### config.mk
export PLATFORM = sky130hd
export DESIGN_NAME = multiplicador_sm_flat
export DESIGN_NICKNAME = d
export VERILOG_FILES = /design/src/rtl/multiplicador_sm_if.sv /design/src/rtl/multiplicador_sm.sv /design/src/flat_wrapper.sv
export SDC_FILE = /design/constraint.sdc
export NUM_CORES = 1
export LEC_CHECK = 0
export BUFFER_PORTS_ARGS = -buffer_cell sky130_fd_sc_hd__buf_2
export CAP_MARGIN = 0
export CORE_AREA = 3 3 74 93
export CTS_BUF_LIST = sky130_fd_sc_hd__clkbuf_16
export CTS_CLUSTER_SIZE = 10
export DETAILED_ROUTE_END_ITERATION = 10
export DIE_AREA = 0 0 77 96
export GPL_TIMING_DRIVEN = 0
export PLACE_DENSITY_LB_ADDON = 0.3
export RECOVER_POWER = 50
export SLEW_MARGIN = 10
export SYNTH_ARGS = -nofsm -noshare
export SYNTH_HDL_FRONTEND = slang
export SYNTH_SLANG_ARGS = --single-unit
### constraint.sdc
create_clock -name clk -period 2 [get_ports clk]
set_input_delay 0.2 -clock clk [delete_from_list [all_inputs] [get_ports clk]]
set_output_delay 0.2 -clock clk [all_outputs]
set_load 0.02 [all_outputs]
### src/rtl/multiplicador_sm_if.sv
// Start/operand/result bundle for the multiplicador_sm shift-and-add multiplier.
// The master drives the start level and operands; the slave returns product, done flag and state.
interface multiplicador_sm_if;
    logic        ini_mul;
    logic [7:0]  A;
    logic [7:0]  B;
    logic [15:0] product;
    logic        mulEnd;
    logic [2:0]  state;

    modport master (output ini_mul, A, B, input product, mulEnd, state);
    modport slave  (input ini_mul, A, B, output product, mulEnd, state);
endinterface

### src/rtl/multiplicador_sm.sv
// Sequential 8x8 shift-and-add multiplier: 8 test/add/shift iterations, result held while ini_mul stays high.
// Define MULT_SIGNED_EN for two's-complement operands (magnitudes multiplied, sign applied on completion).
module multiplicador_sm (
    input  logic                   clk,
    input  logic                   rst,
    multiplicador_sm_if.slave      bus
);

    typedef enum logic [2:0] {
        INICIO  = 3'b000,
        TESTA   = 3'b001,
        SOMA    = 3'b010,
        DESLOCA = 3'b011,
        FIM     = 3'b101
    } state_t;

    state_t      r_state, w_state;
    logic [7:0]  r_m, w_m;
    logic [7:0]  r_p, w_p;
    logic [7:0]  r_q, w_q;
    logic        r_c, w_c;
    logic [2:0]  r_cont, w_cont;
    logic [15:0] r_product, w_product;
    logic        r_mul_end, w_mul_end;
    logic        r_neg, w_neg;
    logic [7:0]  w_load_m, w_load_q;
    logic        w_load_neg;
    logic [15:0] w_shifted;

`ifdef MULT_SIGNED_EN
    // |-128| wraps back to 8'h80, which the unsigned datapath reads as 128.
    assign w_load_m   = bus.A[7] ? (~bus.A + 8'd1) : bus.A;
    assign w_load_q   = bus.B[7] ? (~bus.B + 8'd1) : bus.B;
    assign w_load_neg = bus.A[7] ^ bus.B[7];
`else
    assign w_load_m   = bus.A;
    assign w_load_q   = bus.B;
    assign w_load_neg = 1'b0;
`endif

    assign w_shifted = {r_c, r_p, r_q[7:1]};

    always_comb begin
        // NOTE: every output of this block gets a default first, so no path can infer a latch.
        w_state   = r_state;
        w_m       = r_m;
        w_p       = r_p;
        w_q       = r_q;
        w_c       = r_c;
        w_cont    = r_cont;
        w_neg     = r_neg;
        w_product = r_product;
        w_mul_end = 1'b0;

        case (r_state)
            INICIO: begin
                if (bus.ini_mul) begin
                    w_m     = w_load_m;
                    w_q     = w_load_q;
                    w_neg   = w_load_neg;
                    w_p     = 8'd0;
                    w_c     = 1'b0;
                    w_cont  = 3'd0;
                    w_state = TESTA;
                end
            end
            TESTA: begin
                if (!bus.ini_mul)  w_state = INICIO;
                else if (r_q[0])   w_state = SOMA;
                else               w_state = DESLOCA;
            end
            SOMA: begin
                if (!bus.ini_mul) begin
                    w_state = INICIO;
                end else begin
                    {w_c, w_p} = {1'b0, r_p} + {1'b0, r_m};
                    w_state    = DESLOCA;
                end
            end
            DESLOCA: begin
                if (!bus.ini_mul) begin
                    w_state = INICIO;
                end else begin
                    {w_c, w_p, w_q} = {1'b0, w_shifted};
                    w_cont          = r_cont + 3'd1;
                    if (r_cont == 3'd7) begin
                        w_state   = FIM;
                        w_mul_end = 1'b1;
`ifdef MULT_SIGNED_EN
                        w_product = r_neg ? (~w_shifted + 16'd1) : w_shifted;
`else
                        w_product = w_shifted;
`endif
                    end else begin
                        w_state = TESTA;
                    end
                end
            end
            FIM: begin
                if (bus.ini_mul) begin
                    w_mul_end = 1'b1;
                end else begin
                    w_state = INICIO;
                end
            end
            default: w_state = INICIO;
        endcase
    end

    // NOTE: sequential state uses non-blocking assignments so every register sees pre-edge values.
    always_ff @(posedge clk or posedge rst) begin
        if (rst) begin
            r_state   <= INICIO;
            r_m       <= 8'd0;
            r_p       <= 8'd0;
            r_q       <= 8'd0;
            r_c       <= 1'b0;
            r_cont    <= 3'd0;
            r_neg     <= 1'b0;
            r_product <= 16'h0000;
            r_mul_end <= 1'b0;
        end else begin
            r_state   <= w_state;
            r_m       <= w_m;
            r_p       <= w_p;
            r_q       <= w_q;
            r_c       <= w_c;
            r_cont    <= w_cont;
            r_neg     <= w_neg;
            r_product <= w_product;
            r_mul_end <= w_mul_end;
        end
    end

    assign bus.product = r_product;
    assign bus.mulEnd  = r_mul_end;
    assign bus.state   = r_state;

endmodule

### src/flat_wrapper.sv
// flat-port wrapper written by rule: the top's interface ports become plain ports
module multiplicador_sm_flat 
  (clk, rst, bus_ini_mul, bus_A, bus_B, bus_product, bus_mulEnd, bus_state);
  multiplicador_sm_if bus_i ();
  input  logic clk;
  input  logic rst;
  input wire logic [$bits(bus_i.ini_mul)-1:0] bus_ini_mul;
  input wire logic [$bits(bus_i.A)-1:0] bus_A;
  input wire logic [$bits(bus_i.B)-1:0] bus_B;
  output wire logic [$bits(bus_i.product)-1:0] bus_product;
  output wire logic [$bits(bus_i.mulEnd)-1:0] bus_mulEnd;
  output wire logic [$bits(bus_i.state)-1:0] bus_state;
  assign bus_i.ini_mul = bus_ini_mul;
  assign bus_i.A = bus_A;
  assign bus_i.B = bus_B;
  assign bus_product = bus_i.product;
  assign bus_mulEnd = bus_i.mulEnd;
  assign bus_state = bus_i.state;
  multiplicador_sm u_core (.clk(clk), .rst(rst), .bus(bus_i));
endmodule
==> run summary, run 1 <==
Vias/cell -> 5.003
M1 GR Usage -> 15.72%
met3 global-route usage -> 3.090%
startpoint of the worst hold path -> bus_A[1]
final wirelength -> 4.631 mm
clk sinks -> 48
post-synthesis mux area share -> 14.51%
flops & latches, synth -> 48
fill count -> 582
postcts setup bufs -> 0
DR WL/cell -> 13.54 µm
CTS tree -> built
Worst setup EP type -> flop
pre-CTS setup slack -> 89.24 ps
r2r startpoint -> u_core.r_p[2]
IO buf count -> 38
met2 Use GR -> 22.46%
number of synthesized flops with an enable pin -> 0
I/O pin cnt -> 39
overall routing resource usage -> 12.82%
Fmax achieved -> 0.5299 GHz
Area Overhead vs Synth -> 19.71%
headroom to the max-slew limit -> 33.23%
Hold Buf Count CTS -> 0
drt pass-1 iters -> 4
initial antenna violation count -> 0
setup TNS -> 0 ps
Die Wd -> 77 µm
Setup Viol. Count Final -> 0
Max Cap Viol -> 0
area of the multi-input gates -> 1132 µm²
most common flop cell mapped by yosys -> dfrtp_1
total die area -> 7392 µm²
Antenna diodes -> 0
fraction of layout cells with a size suffix above 1 -> 28.02%
antenna-violating nets left -> 0
maximum clock path buffer count -> 2
leading cell type in the layout, fill and taps excluded -> dfrtp_1
GRT busiest layer -> met2
critical path class -> flop to flop
DR DRC count -> 0
largest net degree at the start of global routing -> 28
Tightest Pin Transition -> 1000 ps
Max rail drop VDD -> 859.1 µV
post-DP HPWL -> 3.497 mm
Clock transition at path regs -> 60 ps
Post-Synth Simple-Gate Area -> 11.02%
initial core utilization -> 39.28%
status -> finished, final reports clean
post-synthesis instance total -> 209
Seq/Total Area, Yosys -> 49.92%
final design utilization -> 47.02%
Die Ht -> 96 µm
CTS H-tree depth -> 2
Adder-Cell Fraction of Synth Area -> 6.032%
syn avg cell area -> 11.51 µm²
Final nets -> 286
Final period util -> 94.35%
Final Hold Vio Count -> 0
clock skew -> 5.161 ps
cts repair resizes -> 0
DR iter-0 viols -> 36
total number of yosys warnings -> 0
FP Rows -> 32
most frequent cells in the layout -> dfrtp_1 (48), buf_2 (31), nand2_1 (24)
Pwr per Cell Area -> 1132 nW/µm²
Cell Area, Synth -> 2406 µm²
syn_nets -> 239
CP Launch Point -> u_core.r_p[2]
routability cong. -> 0.7647
Compound-Gate Fraction of Synth Area -> 13.68%
Post-Synth XOR/XNOR Area -> 1.820%
CP Max Fanout -> 4
min Tclk post-route -> 1887 ps
Num CTS Buffers -> 5
worst-skew pair later-pin latency -> 280 ps
post-synthesis async set-or-reset flop share -> 100.0%
first-pass GRT wire length -> 7.431 mm
RSZ-0062 raised after global routing -> no
core area -> 6126 µm²
worst setup margin -> 112.9 ps
Pleak -> 1.449 nW
register area -> 1201 µm²
clk root buf -> clkbuf_16
dominant combinational cell family by area after synthesis -> multiplexers
worst min path class -> input pin to flop
Startpoint Class -> flop
gr ovfl total -> 0
Critical Path RT -> 2160 ps
Vias -> 1,711
vias in the first global route -> 1,623
post-synth cell types -> 42
Final Slew Violations -> 0
arrival time worst endpoint -> 2040 ps
## cell families after synthesis
group,after synthesis
muxes,32
buffers and inverters,13
AOI/OAI and AO/OA,52
xor gates and xnor gates,5
and+or+nand+nor,48
adders and majority gates,11
DFF,48
## state kept, by name (all words and copies together), names as in the netlist
register	cells
u_core.bus.product	16
u_core.r_m	8
u_core.r_p	8
u_core.r_q	8
u_core.bus.state	3
u_core.r_cont	3
u_core.bus.mulEnd	1
u_core.r_c	1
## worst max-delay path, stage by stage (launching register included)
cell and delay [ps]:
dfrtp_1 440, ha_1 380, nor2b_1 160, o31ai_1 350, a211oi_1 120, o21ai_0 210
a22oi_1 100
## metal layers
metal,vias to the layer above,part of all wire [%]
met5,-,0
met4,0,1.3
li1,840,-
met1,839,45
met3,5,3.5
met2,27,50
## area by class of cell
class / count / area share (%)
buffer: 5 / 1.477
tap: 85 / 3.692
clock buffer: 5 / 4.344
clock inverter: 3 / 1.477
timing repair buffer: 40 / 6.950
sequential: 48 / 41.70
inverter: 8 / 1.043
multi-input combinational: 148 / 39.31
## cells in the mapped netlist (2+ instances only)
cell,instances,area [µm²]
ha_1,10,125.1
xnor2_1,3,26.28
mux2_2,22,247.7
nor2_1,7,26.28
nand2b_1,3,18.77
inv_1,8,30.03
xor2_1,2,17.52
nand2_1,24,90.09
buf_4,2,15.01
nor2b_1,2,12.51
dfrtp_1,48,1201
a211oi_1,3,22.52
nand3_1,2,10.01
a21oi_1,10,50.05
a22o_1,3,26.28
o21ai_0,19,95.09
mux2i_1,9,90.09
nor3_1,2,10.01
o2bb2ai_1,2,17.52
buf_6,2,22.52
a22oi_1,5,37.54
## worst paths after layout
| kind | end | slack, ps | cells past startpoint |
|---|---|---|---|
| worst max-delay path | u_core.r_c | 110 | 6 |
| worst min-delay path | u_core.r_m[1] | 130 | 3 |
| worst max register to register | u_core.r_c | 110 | 6 |
| worst min register to register | u_core.r_q[0] | 490 | 2 |
| max in group asynchronous | u_core.r_m[4] | 390 | 3 |
| min in group asynchronous | u_core.bus.product[6] | 140 | 2 |
## stage by stage
| stage | hold WS (ps) | std cells | power [mW] | cell area [µm²] |
|---|---|---|---|---|
| after floorplan | 316.8 | 209 | 2.098 | 2406 |
| after CTS | 8.633 | 341 | 3.299 | 2898 |
| after global routing | 140.4 | 342 | 3.491 | 2880 |
| final | 130.7 | 342 | 3.262 | 2880 |
| after global placement | 406.8 | 332 | 2.311 | 2703 |
| after detailed placement | 316.6 | 333 | 2.344 | 2730 |
## power by group
| group | switching, mW | internal (mW) | total [mW] | leakage (nW) |
|---|---|---|---|---|
| logic | 0.513 | 0.451 | 0.963 | 0.737 |
| registers | 0.176 | 1.18 | 1.36 | 0.630 |
| clock network | 0.352 | 0.587 | 0.940 | 0.0814 |
Note: power is estimated with default switching activity, not from simulation.
==> run 2, diff against run 1 <==
--- a/config.mk
+++ b/config.mk
@@ -5,6 +5,7 @@
 export SDC_FILE = /design/constraint.sdc
 export NUM_CORES = 1
 export LEC_CHECK = 0
+export ABC_AREA = 1
 export BUFFER_PORTS_ARGS = -buffer_cell sky130_fd_sc_hd__buf_2
 export CAP_MARGIN = 0
 export CORE_AREA = 3 3 74 93
==> run 2 against run 1 <==
  * Global-route usage is 2.2 points higher
  * Utilization down 0.49 points
  * Non-clock buffer count up 1
  * Register-to-register slack better by 150 ps
  * Worst setup slack better by 150 ps
  * Fmax increased by 8.6%
==> run summary, run 2 <==
post-DP HPWL -> 3.897 mm
WHS Path Cells -> 2
worst r2r dst -> u_core.r_c
CTS tree -> built
Pleak -> 1.425 nW
Reg2Reg Setup Slack -> 260 ps
RSZ-0062 raised after global routing -> no
Antenna diodes -> 0
status -> finished, final reports clean
most common flop cell mapped by yosys -> dfrtp_1
Final nets -> 331
post-synthesis instance total -> 254
min Tclk post-route -> 1738 ps
overall routing resource usage -> 15.00%
family with the most delay on the worst path -> simple AND/OR/NAND/NOR gates
Max rail drop VDD -> 375.3 µV
DR DRC count -> 0
Synth area leaders -> dfrtp_1 (50%), nand2_1 (7.8%), ha_1 (5.2%)
Final Slew Violations -> 0
most frequent cells in the layout -> nand2_1 (50), dfrtp_1 (48), inv_1 (31)
share of the synthesized area in the top cell type -> 50.21%
number of synthesized flops with an enable pin -> 0
Setup Viol. Count Final -> 0
Post-Synth XOR/XNOR Area -> 0%
DR iter-0 viols -> 112
headroom to the max-slew limit -> 59.55%
r2r startpoint -> u_core.r_p[0]
maximum clock path buffer count -> 2
fraction of layout cells with a size suffix above 1 -> 21.19%
routability cong. -> 0.8595
WHS -> 143.5 ps
placed cell areas -> 2709 µm²
total number of yosys warnings -> 0
CP Max Fanout -> 3
worst min path class -> input pin to flop
clk sinks -> 48
Compound-Gate Fraction of Synth Area -> 13.44%
drt pass-1 iters -> 4
Final period util -> 86.88%
Clock transition at path regs -> 70 ps
pre-CTS setup slack -> 280.9 ps
total die area -> 7392 µm²
Post-Synth Simple-Gate Area -> 17.47%
cts repair resizes -> 0
Pwr per Cell Area -> 1050 nW/µm²
Worst setup EP type -> flop
initial core utilization -> 39.05%
crit-path most repeated cell -> nand2_1
Critical Path Max Stage Delay -> 370 ps
dominant combinational cell family by area after synthesis -> simple AND/OR/NAND/NOR gates
DR WL/cell -> 13.28 µm
most instantiated cells after synthesis -> nand2_1 (50), dfrtp_1 (48), inv_1 (31), o21ai_0 (24), a21oi_1 (16)
startpoint of the worst hold path -> bus_A[6]
Slowest-stage cell, CP -> dfrtp_1
Die Wd -> 77 µm
largest net degree at the start of global routing -> 36
final design utilization -> 46.53%
Vias -> 1,863
Max Cap Viol -> 0
Vias/cell -> 4.814
most common cell in the synthesized netlist -> nand2_1
CTS H-tree depth -> 2
post-synth cell types -> 32
Startpoint Class -> flop
Adder-Cell Fraction of Synth Area -> 6.067%
IO buf count -> 38
setup TNS -> 0 ps
R2R depth -> 11
Num CTS Buffers -> 5
gr ovfl total -> 0
syn_nets -> 284
FP Rows -> 32
fin area -> 2850 µm²
Hold EP -> u_core.r_m[6]
antenna-violating nets left -> 0
arrival time worst endpoint -> 1950 ps
Synth area leader -> dfrtp_1
final wirelength -> 5.139 mm
flops & latches, synth -> 48
post-synthesis async set-or-reset flop share -> 100.0%
Die Ht -> 96 µm
Critical Path RT -> 2210 ps
CP Buf/Inv Count -> 2
CP Cell Sequence -> ha_1 > inv_1 > fa_1 > inv_1 > nand2_1 > nand2_1 > and2_1 > nand4_1 > nand2_1 > nand2_1 > o21ai_0
Final Hold Vio Count -> 0
initial antenna violation count -> 0
Fmax achieved -> 0.5755 GHz
Area Overhead vs Synth -> 19.14%
clock skew -> 7.314 ps
clk root buf -> clkbuf_16
post-synthesis mux area share -> 5.805%
syn avg cell area -> 9.418 µm²
critical path class -> flop to flop
vias in the first global route -> 1,914
Seq/Total Area, Yosys -> 50.21%
leading cell type in the layout, fill and taps excluded -> nand2_1
worst setup margin -> 262.4 ps
Largest register FFs -> 16
Cell Area, Synth -> 2392 µm²
I/O pin cnt -> 39
worst-skew pair later-pin latency -> 290 ps
first-pass GRT wire length -> 8.818 mm
Tightest Pin Transition -> 606.1 ps
core area -> 6126 µm²
run 2: power breakdown:
| part | leakage (nW) | internal, mW | switching [mW] |
|---|---|---|---|
| sequential | 0.621 | 1.14 | 0.110 |
| combinational | 0.741 | 0.373 | 0.545 |
| clock | 0.0635 | 0.459 | 0.364 |
| total | 1.42 | 1.98 | 1.02 |
run 2: kinds of logic (layout without fill, tap and decap cells):
group,after synthesis,after routing
DFF,48,48
buffers and inverters,40,88
adders and majority gates,11,11
AOI/OAI and AO/OA,56,56
and+or+nand+nor,88,88
muxes,11,11
run 2: stage by stage:
stage | instances | total power [mW]
2_1_floorplan | 254 | 1.960
3_3_place_gp | 377 | 2.151
3_5_place_dp | 378 | 2.191
4_1_cts | 387 | 3.018
5_1_grt | 387 | 3.235
6_report | 387 | 2.993
run 2: layout make-up:
class / instances / area [µm²]
buffer: 6 / 40.04
clock buffer: 5 / 125.1
clock inverter: 3 / 18.77
fill: 608 / 3276
inverter: 34 / 127.6
multi-input combinational: 166 / 1023
sequential: 48 / 1201
tap: 85 / 106.4
timing repair buffer: 40 / 207.7
run 2: timing repair:
action,CTS,global route
hold buffers,1,0
endpoints found under the setup margin,0,0
buffers inserted,0,0
endpoints found under the hold margin,13,0
run 2: per-layer routing:
metal	GRT usage (%)	wire, µm
met2	27.98	2672
met5	0	0
met4	5.193	75
met1	17.37	2205
met3	2.715	186
run 2: worst max path at each step:
| stage | from | end | slack, ps | cells after the start |
|---|---|---|---|---|
| floorplan | u_core.r_p[3] | u_core.r_p[4] | 370 | 6 |
| CTS | u_core.r_p[0] | u_core.r_c | 270 | 11 |
| global placement | rst | u_core.bus.state[0] | -7 | 2 |
| global route | u_core.r_p[0] | u_core.r_c | 90 | 11 |
| detailed placement | u_core.r_p[3] | u_core.r_p[4] | 280 | 6 |
| finish | u_core.r_p[0] | u_core.r_c | 260 | 11 |
